### src/rtl/reset_sequencer_pkg.sv
// flexsoc_rst_pkg: shared state encoding, cause bit indices and sizing helper for the reset sequencer
package flexsoc_rst_pkg;
  typedef enum logic [1:0] {
    WAIT_LOCK   = 2'd0,
    POR_STRETCH = 2'd1,
    SYS_STRETCH = 2'd2,
    RUN         = 2'd3
  } seq_state_t;
  localparam int CAUSE_POR = 0;
  localparam int CAUSE_BTN = 1;
  localparam int CAUSE_PLL = 2;
  localparam int CAUSE_SW  = 3;
  function automatic int max3(input int a, input int b, input int c);
    return (a > b) ? ((a > c) ? a : c) : ((b > c) ? b : c);
  endfunction
endpackage

### src/rtl/reset_sequencer_debounce.sv
// rst_debounce: button synchroniser, stability filter and one-cycle press pulse
// Ports: i_clk clock, i_rst_n sync active-low reset, i_btn_n async button (active low),
//        o_press one-cycle pulse when the accepted state goes released -> pressed
module rst_debounce #(
  parameter int DEBOUNCE_CYCLES = 1024
) (
  input  logic i_clk,
  input  logic i_rst_n,
  input  logic i_btn_n,
  output logic o_press
);
  localparam int CW = $clog2(DEBOUNCE_CYCLES + 1);
  logic          r_s1, r_s2, r_acc, r_press;
  logic [CW-1:0] r_cnt;
  logic          w_hit;
  // r_cnt counts consecutive samples that disagree with the accepted state
  assign w_hit = (r_s2 != r_acc) && (r_cnt == CW'(DEBOUNCE_CYCLES - 1));
  always_ff @(posedge i_clk) begin
    if (!i_rst_n) begin
      r_s1    <= 1'b1;
      r_s2    <= 1'b1;
      r_acc   <= 1'b1;
      r_cnt   <= '0;
      r_press <= 1'b0;
    end else begin
      r_s1    <= i_btn_n;
      r_s2    <= r_s1;
      r_cnt   <= (r_s2 == r_acc || w_hit) ? '0 : r_cnt + CW'(1);
      r_acc   <= w_hit ? r_s2 : r_acc;
      r_press <= w_hit & ~r_s2;
    end
  end
  assign o_press = r_press;
endmodule

### src/rtl/reset_sequencer.sv
// reset_sequencer: orders PORESETn/HRESETn release from PLL lock, button and software requests
// Ports: CLK clock, RESETn sync active-low reset, PLL_LOCKED async lock flags, BUTTONn async button,
//        SYSRESETREQ core reset request, CAUSE_CLR cause clear pulse, PORESETn/HRESETn resets,
//        RST_CAUSE sticky causes {SW, PLL, BTN, POR}, SEQ_STATE debug state
module reset_sequencer
  import flexsoc_rst_pkg::*;
#(
  parameter int NUM_PLL         = 2,
  parameter int POR_CYCLES      = 255,
  parameter int SYS_CYCLES      = 16,
  parameter int DEBOUNCE_CYCLES = 1024
) (
  input  logic               CLK,
  input  logic               RESETn,
  input  logic [NUM_PLL-1:0] PLL_LOCKED,
  input  logic               BUTTONn,
  input  logic               SYSRESETREQ,
  input  logic               CAUSE_CLR,
  output logic               PORESETn,
  output logic               HRESETn,
  output logic [3:0]         RST_CAUSE,
  output logic [1:0]         SEQ_STATE
);
  localparam int CW = $clog2(max3(POR_CYCLES, SYS_CYCLES, DEBOUNCE_CYCLES) + 1);
  localparam logic [CW-1:0] POR_LOAD = CW'(POR_CYCLES - 1);
  localparam logic [CW-1:0] SYS_LOAD = CW'(SYS_CYCLES - 1);
  logic [NUM_PLL-1:0] r_pll_s1, r_pll_s2;
  logic               w_lock_ok, w_press, w_zero;
  seq_state_t         r_state, w_next;
  logic [CW-1:0]      r_cnt, w_cnt;
  logic [3:0]         w_set, r_cause;
  logic               r_poresetn, r_hresetn;
  assign w_lock_ok = &r_pll_s2;
  assign w_zero    = (r_cnt == '0);
  rst_debounce #(.DEBOUNCE_CYCLES(DEBOUNCE_CYCLES)) u_deb (
    .i_clk  (CLK),
    .i_rst_n(RESETn),
    .i_btn_n(BUTTONn),
    .o_press(w_press)
  );
  always_comb begin
    w_next = r_state;
    w_cnt  = w_zero ? r_cnt : r_cnt - CW'(1);
    w_set  = '0;
    unique case (r_state)
      WAIT_LOCK: begin
        w_next = w_lock_ok ? POR_STRETCH : WAIT_LOCK;
        w_cnt  = w_lock_ok ? POR_LOAD : w_cnt;
      end
      POR_STRETCH: begin
        w_next = !w_lock_ok ? WAIT_LOCK : (!w_press && w_zero) ? SYS_STRETCH : POR_STRETCH;
        w_cnt  = !w_lock_ok ? w_cnt : w_press ? POR_LOAD : w_zero ? SYS_LOAD : w_cnt;
      end
      SYS_STRETCH: begin
        w_set[CAUSE_PLL] = !w_lock_ok;
        w_set[CAUSE_BTN] = w_lock_ok & w_press;
        w_next = (!w_lock_ok || w_press) ? WAIT_LOCK : w_zero ? RUN : SYS_STRETCH;
      end
      RUN: begin
        // lock loss and press are both recorded when they coincide; software cause only when neither fires
        w_set[CAUSE_PLL] = !w_lock_ok;
        w_set[CAUSE_BTN] = w_press;
        w_set[CAUSE_SW]  = w_lock_ok & ~w_press & SYSRESETREQ;
        w_next = (!w_lock_ok || w_press) ? WAIT_LOCK : SYSRESETREQ ? SYS_STRETCH : RUN;
        w_cnt  = w_set[CAUSE_SW] ? SYS_LOAD : w_cnt;
      end
      default: w_next = WAIT_LOCK;
    endcase
  end
  always_ff @(posedge CLK) begin
    if (!RESETn) begin
      r_pll_s1   <= '0;
      r_pll_s2   <= '0;
      r_state    <= WAIT_LOCK;
      r_cnt      <= '0;
      r_cause    <= 4'b0001;
      r_poresetn <= 1'b0;
      r_hresetn  <= 1'b0;
    end else begin
      r_pll_s1   <= PLL_LOCKED;
      r_pll_s2   <= r_pll_s1;
      r_state    <= w_next;
      r_cnt      <= w_cnt;
      r_cause    <= CAUSE_CLR ? w_set : (r_cause | w_set);
      r_poresetn <= (w_next == SYS_STRETCH) || (w_next == RUN);
      r_hresetn  <= (w_next == RUN);
    end
  end
  assign PORESETn  = r_poresetn;
  assign HRESETn   = r_hresetn;
  assign RST_CAUSE = r_cause;
  assign SEQ_STATE = r_state;
endmodule

### config.mk
export PLATFORM = sky130hd
export DESIGN_NAME = reset_sequencer
export DESIGN_NICKNAME = d
export VERILOG_FILES = /design/src/rtl/reset_sequencer_pkg.sv /design/src/rtl/reset_sequencer_debounce.sv /design/src/rtl/reset_sequencer.sv
export SDC_FILE = /design/constraint.sdc
export NUM_CORES = 1
export LEC_CHECK = 0
export CORE_MARGIN = 1
export CORE_UTILIZATION = 55
export DETAILED_ROUTE_END_ITERATION = 16
export GPL_TIMING_DRIVEN = 0
export PLACE_DENSITY_LB_ADDON = 0.3
export SETUP_SLACK_MARGIN = 0.3
export SYNTH_ARGS = -nofsm -noshare
export SYNTH_HDL_FRONTEND = slang
export SYNTH_SLANG_ARGS = --single-unit
export TNS_END_PERCENT = 1
### constraint.sdc
create_clock -name CLK -period 2.2 [get_ports CLK]
set_clock_uncertainty 0.05 [all_clocks]
set_input_delay 0.44 -clock CLK [delete_from_list [all_inputs] [get_ports CLK]]
set_output_delay 0.44 -clock CLK [all_outputs]
set_load 0.03 [all_outputs]
==> results of run 1 <==
## timing repair
item / in CTS / in global routing
gates resized for setup: 3 / 16
setup endpoints to repair: 23 / 25
buffers inserted: 0 / 5
pin swaps: 0 / 6
## worst paths after layout
kind                        to  cells after the start
hold / removal      u_deb.r_s2                      1
setup reg to reg      r_cnt[7]                      4
setup / recovery  SEQ_STATE[1]                      1
hold reg to reg     u_deb.r_s2                      1
## power by group through the flow
stage	Combinational [mW]	Sequential, mW	Clock (mW)
after floorplan	0.414	0.837	0
after global placement	0.491	0.844	0
after detailed placement	0.509	0.851	0
after CTS	0.519	0.838	0.387
after global routing	0.718	0.861	0.412
final	0.654	0.852	0.376
## flip-flops by register name, summed over array words and instances, names as in the netlist
name and count:
r_cnt 11, u_deb.r_cnt 11, RST_CAUSE 4, SEQ_STATE 2, r_pll_s1 2, r_pll_s2 2, HRESETn 1, PORESETn 1
u_deb.o_press 1, u_deb.r_acc 1, u_deb.r_s1 1, u_deb.r_s2 1
## per-layer routing
| layer | part of all wire (%) | GRT usage, % | vias up | wire length [um] |
|---|---|---|---|---|
| li1 | - | - | 675 | - |
| met1 | 45 | 28.8 | 638 | 1520 |
| met2 | 48 | 31.5 | 50 | 1610 |
| met3 | 5.7 | 5.53 | 7 | 194 |
| met4 | 1.7 | 8.36 | 0 | 57 |
| met5 | 0 | 0 | - | 0 |
## area by class of cell
cell class	instances	area, sq um	share of cell area, %
sequential	38	771	39.2
clock buffer	6	51.3	2.61
buffer	4	23.8	1.21
inverter	9	33.8	1.72
clock inverter	2	12.5	0.636
timing repair buffer	19	176	8.97
multi-input combinational	126	860	43.7
tap	31	38.8	1.97
## layout by cell type (no fill, tap or decap), types with 2 or more instances in the layout
cell type and instances:
dfxtp_1 34, nor2_1 17, clkdlybuf4s50_1 13, nand2_1 11
inv_1 8, a21oi_1 8, o21ai_0 7, xnor2_1 7
nor3_1 6, nor2b_1 5, and2_1 5, xor2_1 5
nand2b_1 5, or3_1 5, clkbuf_4 5, buf_4 5
nand3_1 4, a31oi_1 4, ha_1 4, nor3b_1 3
nor4_4 2, and3_1 2, a211oi_1 2, clkbuf_1 2
o31a_1 2, nand4_1 2, o211ai_1 2, a21o_1 2
or4_1 2, o31ai_1 2, dfxtp_2 2, dfxtp_4 2
## per-stage QoR
| stage | total power, mW | worst slack [ns] | area, sq um | util, % |
|---|---|---|---|---|
| finish | 1.88 | 0.273 | 1970 | 70.7 |
| global route | 1.99 | 0.190 | 1970 | 70.7 |
| CTS | 1.74 | 0.162 | 1880 | 67.5 |
| detailed placement | 1.36 | 0.0518 | 1800 | 64.8 |
| global placement | 1.33 | 0.0560 | 1800 | 64.8 |
| floorplan | 1.25 | 0.337 | 1620 | - |
## kinds of logic after synthesis
family / share of synthesized area (%)
fa+ha+maj: 3.08
buf+inv: 3.08
compound gates: 14.6
mux: 0.616
flops: 46.8
xor+xnor: 6.47
simple gates: 25.3
==> results.cfg, run 1 <==
[floorplanning]
io_pins = 15
start_util_pct = 58.4
rows = 19
die_area_sq_um = 3170
core_sq_um = 2780
fp.dieH_um = 56.3
die_w_um = 56.3

[clocking]
clk_latency_ns = 0.34
cts_tree = built
htreeDepth = 2
clock_sinks = 38
root_buffer = clkbuf_4
postCtsHoldBufs = 0
cts_buffers = 5
clk_pin_slew_ns = 0.12
cts.path.max_buffers = 2

[sta]
final_max_slew_viol_count = 0
finalHoldViolCount = 0
whs_ns = 0.379
worst_pin_slew_ns = 0.468
max-slew-margin-rel_pct = 68.5
fmax_ghz = 0.519
layout_worst_path_cycle_share_pct = 87.6
finalSetupTns_ns = 0
grt_setup_unrepaired = true
fin_crit_ns = 1.93
final-setup-viol-count = 0

[yosys]
syn_area_sq_um = 1620
ys_seq_area_share_pct = 46.8
yosysTopAreaCellShare_pct = 46.8
synth_area_leaders = dfxtp_1 47%, nor2_1 3.9%, xnor2_1 3.8%
syn-num-nets = 188
yosysTopAreaCell = dfxtp_1
yosysMostFrequentCell = dfxtp_1
synth_cell_types = 39
syn_area_per_cell_sq_um = 9.18
synth_async_sr_flop_share_pct = 0
synth-seq-cells = 38
synthCells = 177
synth_common_cells = 38 x dfxtp_1, 17 x nor2_1, 11 x nand2_1
ys.flop_type = dfxtp_1
synth-edff-count = 0
synth_warnings = 0

[grt]
grt_pass1_vias = 1198
grt_first_pass_wirelength_um = 5220
grt_overflow = 0
grt_max_degree = 13
antenna_found_initial = 0
grt.total_usage_pct = 21.0

[cells_and_area]
fillers = 208
fin_cells = 235
layout.nets = 214
syn2layout_area_growth_pct = 21.1
drive_above_1_share_pct = 13.7
n_antenna_cell = 0

[setup_path]
startpoint = SEQ_STATE[1]
start_kind = flip-flop
path_max_fanout = 4
r2r_start = r_cnt[3]
cp_slowest_stage_delay_ns = 0.70
cpLargestDelayFamily = buffers and inverters
worst-path-buf-inv = 1
cp-end-kind = primary output
reg2reg_slack_ns = 0.28
crit_slowest_cell = clkdlybuf4s50_1
cp_cell_sequence = clkdlybuf4s50_1
cp_data_required_time_ns = 1.71
cp.arrival_ns = 1.44
critPathKind = reg -> out

[power]
irDropWorstVdd_v = 0.000884
p_leak_nw = 0.719
combPwrFrac_pct = 34.7
power_per_cell_area_nw_per_um2 = 957
swShare_pct = 32.8
power_switching_mw = 0.618
internal_power_mw = 1.26
power.share.clock_pct = 20.0
p_seq_share_pct = 45.3

[detailed_routing]
first_pass_iters = 4
num_vias = 1370
drt-initial-drc-count = 63
wl_per_cell_um = 14.4
drt-vias-per-instance = 5.83
final_antenna_net_count = 0
route.detailed.drc = 0
totalWireLength_um = 3380

[job]
maxCapViolations = 0

[status]
status = finished, final reports clean

[placement]
dp_hpwl_um = 2230
portBuffers = 14
dp_cells = 222
place_congestion = 0.836

[min_path]
hold_class = reg -> reg
worstHoldStart = u_deb.r_s1
Note: power is estimated with default switching activity, not from simulation.
==> run 2: changes to the inputs <==
CELL_PAD_IN_SITES_DETAIL_PLACEMENT = 1   (was default)
CELL_PAD_IN_SITES_GLOBAL_PLACEMENT = 1   (was default)
CORE_UTILIZATION = 43   (was 55)
SYNTH_HIERARCHICAL = 1   (was default)
==> run 2 against run 1 <==
  * Flip-flop and latch count unchanged
  * Global-route usage up 1.1 points
  * Core utilization down 15 points
  * Highest routed layer unchanged
  * Critical path depth up 6
  * Critical endpoint is now HRESETn
  * Sequential power up 3.5%
  * Combinational power up 4.7%
  * Routed wire length up 28%
  * Critical path type is now reg -> reg
  * Die area up 35%
  * Fmax up 1.5%
  * Sequential share of layout area down 2.6 points
  * Clock power up 25%
  * Non-clock buffer count up 4
==> results.cfg, run 2 <==
[detailed_routing]
top_layer = met4
drt-initial-drc-count = 59
drt-vias-per-instance = 5.78
final_antenna_net_count = 0
drt-met1-wl_um = 1990
totalWireLength_um = 4320
met2WireLength_um = 2140
num_vias = 1480
met3_length_um = 118
wl_per_cell_um = 16.9
route.detailed.drc = 0
first_pass_iters = 4

[clocking]
root_buffer = clkbuf_8
cts.path.max_buffers = 2
clk_latency_ns = 0.28
cts_tree = built
htreeDepth = 2
postCtsHoldBufs = 0
clk_pin_slew_ns = 0.07
cts_buffers = 5
clock_sinks = 38

[floorplanning]
start_util_pct = 46.1
rows = 22
fp.dieH_um = 65.3
die_w_um = 65.3
die_area_sq_um = 4270
io_pins = 15
core_sq_um = 3740

[yosys]
synth_warnings = 6
syn_area_per_cell_sq_um = 9.53
synth_async_sr_flop_share_pct = 0
ys_seq_area_share_pct = 44.1
synth-edff-count = 0
yosysMostFrequentCell = dfxtp_1
ys.flop_type = dfxtp_1
synth_cell_types = 48
synth_area_leaders = dfxtp_1 44%, nor3_1 3.8%, ha_1 2.9%
syn_area_sq_um = 1730
syn-num-nets = 192
synthCells = 181
yosysTopAreaCell = dfxtp_1
synth_common_cells = 38 x dfxtp_1, 13 x nor3_1, 8 x nand3_1, 8 x o21ai_0
synth-seq-cells = 38
yosysTopAreaCellShare_pct = 44.1

[placement]
place_congestion = 0.768
post_dp_cell_area_sq_um = 1930
portBuffers = 14
dp_cells = 243
dp_hpwl_um = 3040

[setup_path]
cp.arrival_ns = 2.02
critPathKind = reg -> reg
start_kind = flip-flop
reg2reg_slack_ns = 0.30
worstSetupEndpoint = HRESETn
r2r_start = r_cnt[0]
cp_data_required_time_ns = 2.32
startpoint = r_cnt[0]
crit_slowest_cell = dfxtp_1
cp-end-kind = flip-flop
cp.depth = 7
cp_slowest_stage_delay_ns = 0.35
rr_endpoint = HRESETn
path_max_fanout = 9
worst-path-buf-inv = 2
cpLargestDelayFamily = compound AO/OA/AOI/OAI gates
cp_cell_sequence = inv_1 > ha_1 > nor4b_4 > nand3_2 > buf_6 > o21a_1 > o31a_1
reg2regPathDepth = 7

[sta]
fmax_ghz = 0.526
layout_worst_path_cycle_share_pct = 86.3
max-slew-margin-rel_pct = 65.4
final-setup-viol-count = 0
worst_pin_slew_ns = 0.519
grt_setup_unrepaired = true
final_max_slew_viol_count = 0
fin_crit_ns = 1.90
finalHoldViolCount = 0

[cells_and_area]
final_cell_mix = 38 x dfxtp_1, 13 x nor3_1, 13 x clkdlybuf4s50_1
final_area_sq_um = 2080
final_common_cell = dfxtp_1
syn2layout_area_growth_pct = 20.5
layout.nets = 220
fin_cells = 256
n_antenna_cell = 0
drive_above_1_share_pct = 12.5
utilization_pct = 55.5

[power]
irDropWorstVdd_v = 0.000550
power_per_cell_area_nw_per_um2 = 979
total_power_mw = 2.04
p_leak_nw = 0.729

[grt]
grt.total_usage_pct = 22.1
grt_pass1_vias = 1570
antenna_found_initial = 0
grt_first_pass_wirelength_um = 7130
grt_max_degree = 11
grt_overflow = 0

[min_path]
hold_class = reg -> reg
worstHoldStart = u_deb/r_s1

[job]
maxCapViolations = 0

[status]
status = finished, final reports clean
==> run 2: how the worst min path moves through the flow <==
stage          slack, ns  depth (start not counted)    endpoint
4_1_cts             0.36                          1  u_deb/r_s2
5_1_grt             0.39                          1  u_deb/r_s2
6_report            0.36                          1  u_deb/r_s2
3_3_place_gp        0.34                          1  u_deb/r_s2
3_5_place_dp        0.34                          1  u_deb/r_s2
2_1_floorplan       0.34                          1  u_deb/r_s2
==> run 2: layout make-up <==
cell class | instances | area, sq um
multi-input cells | 130 | 923
flip-flops and latches | 38 | 761
well taps | 48 | 60.1
inverters | 7 | 30.0
clock buffers | 6 | 82.6
fillers | 447 | 1660
plain buffers | 6 | 31.3
repair buffers | 21 | 191
==> run 2: per-stage QoR <==
stage / setup TNS (ns) / hold slack (ns) / setup WS [ns]
floorplan: 0 / 0.336 / 0.518
global placement: 0 / 0.342 / 0.0241
detailed placement: -0.0252 / 0.343 / -0.0225
CTS: 0 / 0.360 / 0.246
global route: 0 / 0.385 / 0.217
finish: 0 / 0.361 / 0.301
==> run 2: per-layer routing <==
metal	track usage, %	vias to the layer above
met3	4.69	6
met5	0	-
met2	39.3	23
met4	8.70	0
met1	25.6	727
li1	-	724
==> run 2: repair_timing <==
action	4_1_cts	5_1_grt
cloned	0	0
setup buffers	0	7
endpoints found under the setup margin	4	9
resized for setup	1	3
==> run 2: cell families (layout without fill, tap and decap cells) <==
kind of cell,count (synthesis),in the layout,share of synthesized area [%]
flip-flops,38,38,44.1
buffers and inverters,13,40,3.33
AND/OR/NAND/NOR,75,75,27.7
XOR/XNOR,8,8,4.06
AO/OA/AOI/OAI,42,42,17.3
adder cells (fa/ha/maj),4,4,2.90
multiplexers,1,1,0.580
==> run 2: power breakdown <==
part	total (mW)	switching [mW]	internal [mW]
registers	0.882	0.113	0.769
logic	0.685	0.345	0.339
clock network	0.469	0.227	0.242
total	2.04	0.686	1.35
==> run 2: worst register-to-register path: stages, from the launching register on <==
cell and delay, ns:
dfxtp_1 0.35, inv_1 0.10, ha_1 0.17, nor4b_4 0.29
nand3_2 0.16, buf_6 0.19, o21a_1 0.18, o31a_1 0.30
==> run 3: changes to the inputs <==
SKIP_LAST_GASP = 1   (was default)
==> results of run 3 <==
The final DEF is identical to that of run 2; final timing and power are the same.
